## src/rtl/frame_sequencer.sv

```systemverilog
// Per-frame master for the physics engine: starts the engine, times out a stalled run,
// captures positions, scores points, computes ball/player cover flags and publishes a snapshot.
module frame_sequencer #(
  parameter int unsigned TIMEOUT_CYC = 16,
  parameter logic [3:0]  WIN_SCORE   = 4'd7,
  parameter logic [9:0]  BALL_SIZE   = 10'd40,
  parameter logic [9:0]  PLAYER_W    = 10'd64,
  parameter logic [9:0]  PLAYER_H    = 10'd64
) (
  input  logic       clk,
  input  logic       rst,
  input  logic       frame_tick,
  input  logic       restart,
  output logic       phys_en,
  input  logic       phys_valid,
  input  logic [9:0] p1_pos_x,
  input  logic [9:0] p1_pos_y,
  input  logic [9:0] p2_pos_x,
  input  logic [9:0] p2_pos_y,
  input  logic [9:0] ball_pos_x,
  input  logic [9:0] ball_pos_y,
  input  logic       game_over,
  input  logic [1:0] winner,
  output logic       p1_cover,
  output logic       p2_cover,
  output logic [9:0] snap_p1_x,
  output logic [9:0] snap_p1_y,
  output logic [9:0] snap_p2_x,
  output logic [9:0] snap_p2_y,
  output logic [9:0] snap_ball_x,
  output logic [9:0] snap_ball_y,
  output logic       snap_valid,
  output logic [3:0] p1_score,
  output logic [3:0] p2_score,
  output logic       match_over,
  output logic       timeout_err,
  output logic [7:0] drop_cnt
);

  localparam int CW = $clog2(TIMEOUT_CYC + 1);

  typedef enum logic [2:0] {
    S_IDLE, S_START, S_WAIT, S_CAPTURE, S_COLLIDE, S_PUBLISH
  } state_t;

  state_t        r_state, w_state_next;
  logic [CW-1:0] r_cnt;
  logic          w_timeout;
  logic [9:0]    r_ball_x, r_ball_y;
  logic [9:0]    r_pl_x [2];
  logic [9:0]    r_pl_y [2];
  logic [9:0]    r_snap_pl_x [2];
  logic [9:0]    r_snap_pl_y [2];
  logic [9:0]    r_snap_ball_x, r_snap_ball_y;
  logic [1:0]    w_cover;
  logic [1:0]    r_cover;
  logic [3:0]    r_p1_score, r_p2_score;
  logic          r_match_over, r_timeout_err;
  logic [7:0]    r_drop_cnt;
  logic          w_phys_en, w_snap_valid;

  // Counter is 0 during START, so the abort lands TIMEOUT_CYC cycles after phys_en.
  assign w_timeout = (r_state == S_WAIT) && !phys_valid && (r_cnt == CW'(TIMEOUT_CYC - 1));

  always_ff @(posedge clk) begin
    if (rst) r_state <= S_IDLE;
    else     r_state <= w_state_next;
  end

  always_comb begin
    w_state_next = r_state;
    w_phys_en    = 1'b0;
    w_snap_valid = 1'b0;
    case (r_state)
      S_IDLE:    if (frame_tick && !r_match_over) w_state_next = S_START;
      S_START: begin
        w_phys_en    = 1'b1;
        w_state_next = S_WAIT;
      end
      S_WAIT: begin
        if (phys_valid)     w_state_next = S_CAPTURE;
        else if (w_timeout) w_state_next = S_IDLE;
      end
      S_CAPTURE: w_state_next = S_COLLIDE;
      S_COLLIDE: w_state_next = S_PUBLISH;
      S_PUBLISH: begin
        w_snap_valid = 1'b1;
        w_state_next = S_IDLE;
      end
      default:   w_state_next = S_IDLE;
    endcase
  end

  genvar gi;
  generate
    for (gi = 0; gi < 2; gi++) begin : g_cover
      assign w_cover[gi] = ({1'b0, r_ball_x} < {1'b0, r_pl_x[gi]} + {1'b0, PLAYER_W}) &&
                           ({1'b0, r_ball_x} + {1'b0, BALL_SIZE} > {1'b0, r_pl_x[gi]}) &&
                           ({1'b0, r_ball_y} < {1'b0, r_pl_y[gi]} + {1'b0, PLAYER_H}) &&
                           ({1'b0, r_ball_y} + {1'b0, BALL_SIZE} > {1'b0, r_pl_y[gi]});
    end
  endgenerate

  always_ff @(posedge clk) begin
    if (rst) begin
      r_cnt         <= '0;
      r_ball_x      <= '0;
      r_ball_y      <= '0;
      r_pl_x        <= '{default: '0};
      r_pl_y        <= '{default: '0};
      r_snap_pl_x   <= '{default: '0};
      r_snap_pl_y   <= '{default: '0};
      r_snap_ball_x <= '0;
      r_snap_ball_y <= '0;
      r_cover       <= '0;
      r_timeout_err <= 1'b0;
      r_drop_cnt    <= '0;
    end else begin
      if (r_state == S_IDLE) r_cnt <= '0;
      else if (r_state == S_START || r_state == S_WAIT) r_cnt <= r_cnt + CW'(1);
      if (r_state == S_CAPTURE) begin
        r_ball_x  <= ball_pos_x;
        r_ball_y  <= ball_pos_y;
        r_pl_x[0] <= p1_pos_x;
        r_pl_y[0] <= p1_pos_y;
        r_pl_x[1] <= p2_pos_x;
        r_pl_y[1] <= p2_pos_y;
      end
      // Covers and snapshot update together so both are valid during the snap_valid cycle.
      if (r_state == S_COLLIDE) begin
        r_cover       <= w_cover;
        r_snap_ball_x <= r_ball_x;
        r_snap_ball_y <= r_ball_y;
        r_snap_pl_x   <= r_pl_x;
        r_snap_pl_y   <= r_pl_y;
      end
      if (w_timeout) begin
        r_cover       <= '0;
        r_timeout_err <= 1'b1;
      end
      if (frame_tick && r_state != S_IDLE && r_drop_cnt != 8'hFF)
        r_drop_cnt <= r_drop_cnt + 8'd1;
    end
  end

  always_ff @(posedge clk) begin
    if (rst || restart) begin
      r_p1_score   <= '0;
      r_p2_score   <= '0;
      r_match_over <= 1'b0;
    end else if (r_state == S_CAPTURE && game_over) begin
      if (winner == 2'd1 && r_p1_score < WIN_SCORE) begin
        r_p1_score <= r_p1_score + 4'd1;
        if (r_p1_score + 4'd1 == WIN_SCORE) r_match_over <= 1'b1;
      end
      if (winner == 2'd2 && r_p2_score < WIN_SCORE) begin
        r_p2_score <= r_p2_score + 4'd1;
        if (r_p2_score + 4'd1 == WIN_SCORE) r_match_over <= 1'b1;
      end
    end
  end

  assign phys_en     = w_phys_en;
  assign snap_valid  = w_snap_valid;
  assign p1_cover    = r_cover[0];
  assign p2_cover    = r_cover[1];
  assign snap_p1_x   = r_snap_pl_x[0];
  assign snap_p1_y   = r_snap_pl_y[0];
  assign snap_p2_x   = r_snap_pl_x[1];
  assign snap_p2_y   = r_snap_pl_y[1];
  assign snap_ball_x = r_snap_ball_x;
  assign snap_ball_y = r_snap_ball_y;
  assign p1_score    = r_p1_score;
  assign p2_score    = r_p2_score;
  assign match_over  = r_match_over;
  assign timeout_err = r_timeout_err;
  assign drop_cnt    = r_drop_cnt;

endmodule

```

## config.mk

```make
export PLATFORM = sky130hd
export DESIGN_NAME = frame_sequencer
export DESIGN_NICKNAME = d
export VERILOG_FILES = /design/src/rtl/frame_sequencer.sv
export SDC_FILE = /design/constraint.sdc
export NUM_CORES = 1
export LEC_CHECK = 0
export CORE_MARGIN = 8
export CORE_UTILIZATION = 25
export CTS_CLUSTER_SIZE = 12
export DETAILED_ROUTE_END_ITERATION = 10
export GPL_TIMING_DRIVEN = 0
export PLACE_DENSITY = 0.49
export SYNTH_ARGS = -nofsm -noshare
export SYNTH_HDL_FRONTEND = slang
export SYNTH_SLANG_ARGS = --single-unit
```

## constraint.sdc

```tcl
create_clock -name clk -period 2.6 [get_ports clk]
set_clock_uncertainty 0.15 [all_clocks]
set_input_delay 0.52 -clock clk [delete_from_list [all_inputs] [get_ports clk]]
set_output_delay 0.52 -clock clk [all_outputs]
set_load 0.05 [all_outputs]
```

# Yosys cells after proc, flatten, opt, wreduce, memory -nomap -nowiden
# Cells that the tools add are included.
dict set report word_totals {
  input_bits 68
  out_inout_bits 82
  word_cells 88
  memories 0
  latchBits 0
  ramBits 0
  rom_bits 0
  ff_bits 148
}
dict set report classes {
  n_eq_ne 13
  n_lt_le_gt_ge 10
  muxes 10
  n_mul 0
  add_sub_neg 10
  div 0
  shifts 0
  reduce_logical 25
  n_bitwise 0
}
# op count
set op_table {}
lappend op_table {{10-bit by 7-bit adder with 11-bit output (second input constant)} 4}
lappend op_table {{11-bit by 10-bit greater-than comparator with 1-bit output} 4}
lappend op_table {{10-bit by 11-bit < comparator with 1-bit output} 4}
lappend op_table {{10-bit by 6-bit adder with 11-bit output (second input constant)} 2}
lappend op_table {{3-bit case mux with 5 select lines} 1}
lappend op_table {{1-bit logical AND} 14}
lappend op_table {{3-bit two-way mux} 3}
lappend op_table {{4-bit by 1-bit adder with 4-bit output (second input constant)} 2}
lappend op_table {{8-bit by 1-bit adder with 8-bit output (second input constant)} 1}
lappend op_table {{4-bit by 3-bit equality test with 1-bit output (second input constant)} 2}
lappend op_table {{4-bit by 3-bit < comparator with 1-bit output (second input constant)} 2}
lappend op_table {{8-bit inequality test (second input constant)} 1}
lappend op_table {{3-bit by 2-bit equality test with 1-bit output (second input constant)} 2}
lappend op_table {{3-bit equality test (second input constant)} 2}
lappend op_table {{1-bit two-way mux} 6}
lappend op_table {{2-bit AND reduction} 3}
lappend op_table {{5-bit by 1-bit adder with 5-bit output (second input constant)} 1}
lappend op_table {{5-bit by 4-bit equality test with 1-bit output (second input constant)} 1}
lappend op_table {{2-bit OR reduction} 2}
lappend op_table {{3-bit by 1-bit equality test with 1-bit output (second input constant)} 1}
lappend op_table {{3-bit logical NOT} 1}
lappend op_table {{3-bit inequality test (second input constant)} 1}
lappend op_table {{3-bit nonzero test} 1}
lappend op_table {{2-bit by 1-bit equality test with 1-bit output (second input constant)} 1}
lappend op_table {{other kinds (4)} 6}

# Depth between registers and ports, before layout
dict set report logic_depth {
  depth_word 6
  ltp_mapped 9
  ltp_nobuf 9
}

# Worst setup path after synthesis
# No wires, ideal clock.
dict set report synth_timing {
  path_type {reg-to-reg}
  start {reg r_ball_x[3]}
  end {reg r_cover[1]}
  arrival_ps 2124
  slack_ps 197
  setup_time_ps 129
  path_stages_with_launch 10
  n_path_buf 0
  cell_sequence {dfxtp_1 ha_1 o21ai_0 xnor2_1 ha_1 nand2_1 nor3_1 a221o_1 a2111oi_2 o31ai_2}
}
dict set report synth_via {
  elab_chain_cells 5
  elab_cells_between_ends 6
  classes_between {1 x add/sub; 2 x order compare; 3 x reduce/logical}
}
# element line
set synth_rtl {}
lappend synth_rtl {{start, declared} 49} ;# logic [9:0] r_ball_x, r_ball_y;
lappend synth_rtl {{start signal, assigned} 122} ;# r_ball_x <= ball_pos_x;
lappend synth_rtl {{10-bit by 6-bit adder with 11-bit output} 98} ;# ({1'b0, r_ball_x} + {1'b0, BALL_SIZE} > {1'b0, r_pl_x[gi]}) &&
lappend synth_rtl {{11-bit by 10-bit greater-than comparator with 1-bit output} 98}
lappend synth_rtl {{1-bit logical AND *} 97} ;# assign w_cover[gi] = ({1'b0, r_ball_x} < {1'b0, r_pl_x[gi]} + {1'b0, PLAYER_W}) &&
lappend synth_rtl {{1-bit logical AND *} 98}
lappend synth_rtl {{1-bit logical AND *} 99} ;# ({1'b0, r_ball_y} < {1'b0, r_pl_y[gi]} + {1'b0, PLAYER_H}) &&
lappend synth_rtl {{end signal, assigned} 131} ;# r_cover <= w_cover;
lappend synth_rtl {{end, declared} 56} ;# logic [1:0] r_cover;
# Mark *: on every way between the ends. The rest lies on a longest branch, timed or not.
# A chain may end at the register's enable or synchronous reset.

# Final worst setup path
dict set report layout_timing {
  start {reg r_ball_x[4]}
  end {reg r_cover[1]}
}
# Same word-level chain as after synthesis.

==> results by group <==
Status
  – Outcome: complete, no violations

Floorplan
  – Starting density of the core: 25.3%
  – Chip height: ~190 µm
  – Io pins: 150
  – Die area: about 36,000 µm²
  – Core area: 29,500 µm²
  – Rows: 63
  – Die extent in x: approximately 190 µm

Critical path
  – Stages on worst setup path: 9
  – Crit path arrival time: 2.62 ns
  – Crit path kind: reg2reg
  – Worst path slowest cell: dfxtp_4
  – Crit path max fanout: 6
  – R2r setup slk: 0.14 ns
  – Crit start category: register
  – Reg-to-Reg End: r_cover[1]$_SDFFE_PP0P_
  – Crit path max-delay family: compound AO/OA/AOI/OAI gates
  – CP Cell Sequence: a21oi_2 > nor2_1 > xor2_1 > ha_1 > nand2_1 > nor3_1 > a221o_1 > a2111oi_4 > o31ai_2
  – R2r worst-path depth: 9
  – Slowest cell delay on critical path: 0.38 ns
  – RR Startpoint: r_ball_x[4]$_SDFFE_PP0N_
  – Worst Path Required: 2.76 ns
  – CP Capture Type: register
  – CP startpoint: r_ball_x[4]$_SDFFE_PP0N_
  – WP buf/inv: 0
  – CP endpoint: r_cover[1]$_SDFFE_PP0P_

Placed design
  – Global placement routability congestion: slightly above 0.8
  – Placed Cells: 1,487
  – Pre-CTS setup slack: -0.162 ns
  – IO buf count: 149
  – Dpl hpwl: between 15,000 and 20,000 µm

GRT
  – Largest net degree at the start of global routing: 17
  – Vias in the first global route: 6,874
  – Initial antenna violation count: 0
  – Total gr overflow: 0
  – GRT Util Overall: 14.0%
  – Global-route wire length before repair: 39,100 µm

Detailed routing
  – Post-route DRC: 0
  – Post-DR wirelength/cell: about 17 µm
  – DRT antenna net count: 0
  – Final wirelength: about 25,000 µm
  – DRT iter0 DRCs: 368
  – Drt first pass iters: 5
  – Via density: 4.57
  – Via Count: around 7,000

Timing
  – RSZ-0062 raised after global routing: false
  – Setup ws final: 0.138 ns
  – Post-route clock period utilization: 94.7%
  – Hold_ws: between 0.3 and 0.4 ns
  – Fmax achieved: 0.406 GHz
  – Final Setup Violations: 0
  – Worst-Margin Slew: approximately 0.73 ns
  – Slew Limit Fails: 0
  – Fin. Hold Viols: 0
  – Relative slew slack: 51.3%
  – Min Tclk post-route: 2.46 ns

Clock network
  – Post-cts hold buffer count: 0
  – CTS tree: done
  – CTS buffer count: 17
  – H-tree levels: 4
  – Clk slew on worst S/H paths: 0.06 ns
  – CTS Buffer Depth: 2
  – CTS root buf: clkbuf_16
  – Skew-Pair Late Insertion Delay: 0.43 ns
  – CTS sink count: 148

Yosys
  – FFs w/ async S/R, synth: 0%
  – EDFF count, synth: 0
  – Mapped Area: 7460 µm²
  – Syn Inst Count: 948
  – Syn avg cell area: 7.87 µm²
  – Post-synthesis register bit count: 148
  – Yosys top cell by area: dfxtp_1
  – Distinct cells, synth: 54
  – Synth top area cells: dfxtp_1 (40%), ha_1 (14%), nand2_1 (13%)
  – Yosys Warn Count: 0
  – Syn Nets: 1,097
  – Top_reg_cell synth: dfxtp_1
  – Area share of the largest cell type after synthesis: between 30% and 40%
  – Sequential area share after synthesis: 39.7%

Cells and area
  – Area Overhead vs Synth: 35.7%
  – Final Non-Filler Cells: 1,520
  – Share of layout cells above drive strength 1: 6.37%
  – Fin nets: 1,266
  – Top Registers: r_pl_x x20, r_pl_y x20
  – ANT cells: 0
  – Final core occ: 34.3%
  – Layout filler cell count: 3,178
  – Commonest non-fill, non-tap cell in the layout: nand2_1
  – Most frequent cells in the layout: nand2_1 (262), a21oi_1 (148), clkdlybuf4s50_1 (147)

Flow run
  – Maximum Capacitance Violations: 0

Hold path
  – Hold Path Class: reg2reg

Pwr
  – PwrDens: 544 nW/µm²
  – Max IR drop VDD: 0.388 mV
  – Leakage: 0.00360 µW
logic make-up after synthesis:
group                    Yosys count  synth area share [%]
AND/OR/NAND/NOR                  367                  20.5
AO/OA/AOI/OAI                    218                  17.3
flip-flops                       148                  39.7
buffers and inverters            106                  5.60
adder cells (fa/ha/maj)           81                  13.6
XOR/XNOR                          26                  3.05
multiplexers                       2                 0.268
routing by layer:
layer	share of wire, %	up-vias	track usage [%]	wire (µm)
li1	-	3554	-	-
met1	46	3238	17.5	11600
met2	48	132	23.6	12100
met3	4.9	17	3.55	1250
met4	1.6	0	4.06	413
met5	0	-	0	0
power breakdown:
part / internal (µW) / switching (µW)
registers: 2290 / 33.8
logic: 218 / 269
clock network: 1650 / 1050
total: 4150 / 1350
per-stage QoR:
stage	setup TNS [ns]	power, µW	area, µm²
floorplan	0	2630	7460
global route	0	5730	10100
finish	0	5510	10100
CTS	0	5560	10100
detailed placement	-2.08	2860	9440
global placement	-2.30	2860	9440
worst min-delay path, stage by stage (launching register included):
cell and delay [ns]:
dfxtp_1 0.31, nand2_1 0.05, a21oi_1 0.05
worst min path at each step:
| stage | startpoint | to | slack (ns) | depth (start not counted) |
|---|---|---|---|---|
| floorplan | r_ball_x[0]$_SDFFE_PP0N_ | snap_ball_x[0]$_SDFFE_PP0P_ | 0.30 | 2 |
| global placement | snap_ball_y[1]$_SDFFE_PP0P_ | snap_ball_y[1]$_SDFFE_PP0P_ | 0.29 | 2 |
| detailed placement | r_cover[0]$_SDFFE_PP0P_ | r_cover[0]$_SDFFE_PP0P_ | 0.30 | 2 |
| CTS | snap_p1_y[0]$_SDFFE_PP0P_ | snap_p1_y[0]$_SDFFE_PP0P_ | 0.31 | 2 |
| global route | snap_ball_x[9]$_SDFFE_PP0P_ | snap_ball_x[9]$_SDFFE_PP0P_ | 0.32 | 2 |
| finish | snap_p1_y[0]$_SDFFE_PP0P_ | snap_p1_y[0]$_SDFFE_PP0P_ | 0.30 | 2 |
layout make-up:
class | count | area [µm²] | area share, %
Inverter | 58 | 218 | 2.15
Tap cell | 390 | 488 | 4.82
Clock inverter | 14 | 198 | 1.95
Sequential cell | 148 | 2980 | 29.5
Multi-Input combinational cell | 694 | 4100 | 40.5
Buffer | 48 | 200 | 1.98
Clock buffer | 18 | 439 | 4.34
Timing Repair Buffer | 150 | 1500 | 14.8
synth_stat cells (all sizes together), types with 2 or more instances:
master and n:
nand2 263, a21oi 150, dfxtp 148, ha 81, inv 58, nor2 40, clkbuf 35, xnor2 23
nor3 17, nand3 16, a211oi 14, buf 13, o21ai 12, a31oi 6, nand2b 6, nand4 6
a2111oi 5, a21o 5, and3 5, o2111ai 5, nor2b 4, or3 4, o211ai 3, xor2 3
a2111o 2, a211o 2, a22oi 2, a32oi 2, a41oi 2, and4 2, mux2i 2, nand3b 2
o31ai 2
repair_timing:
item / in CTS / in global routing
setup buffers: 1 / 0
gates resized for setup: 13 / 9
setup endpoints to repair: 4 / 2
cloned: 0 / 0
pin swaps: 1 / 0
Note: power is estimated with default switching activity, not from simulation.
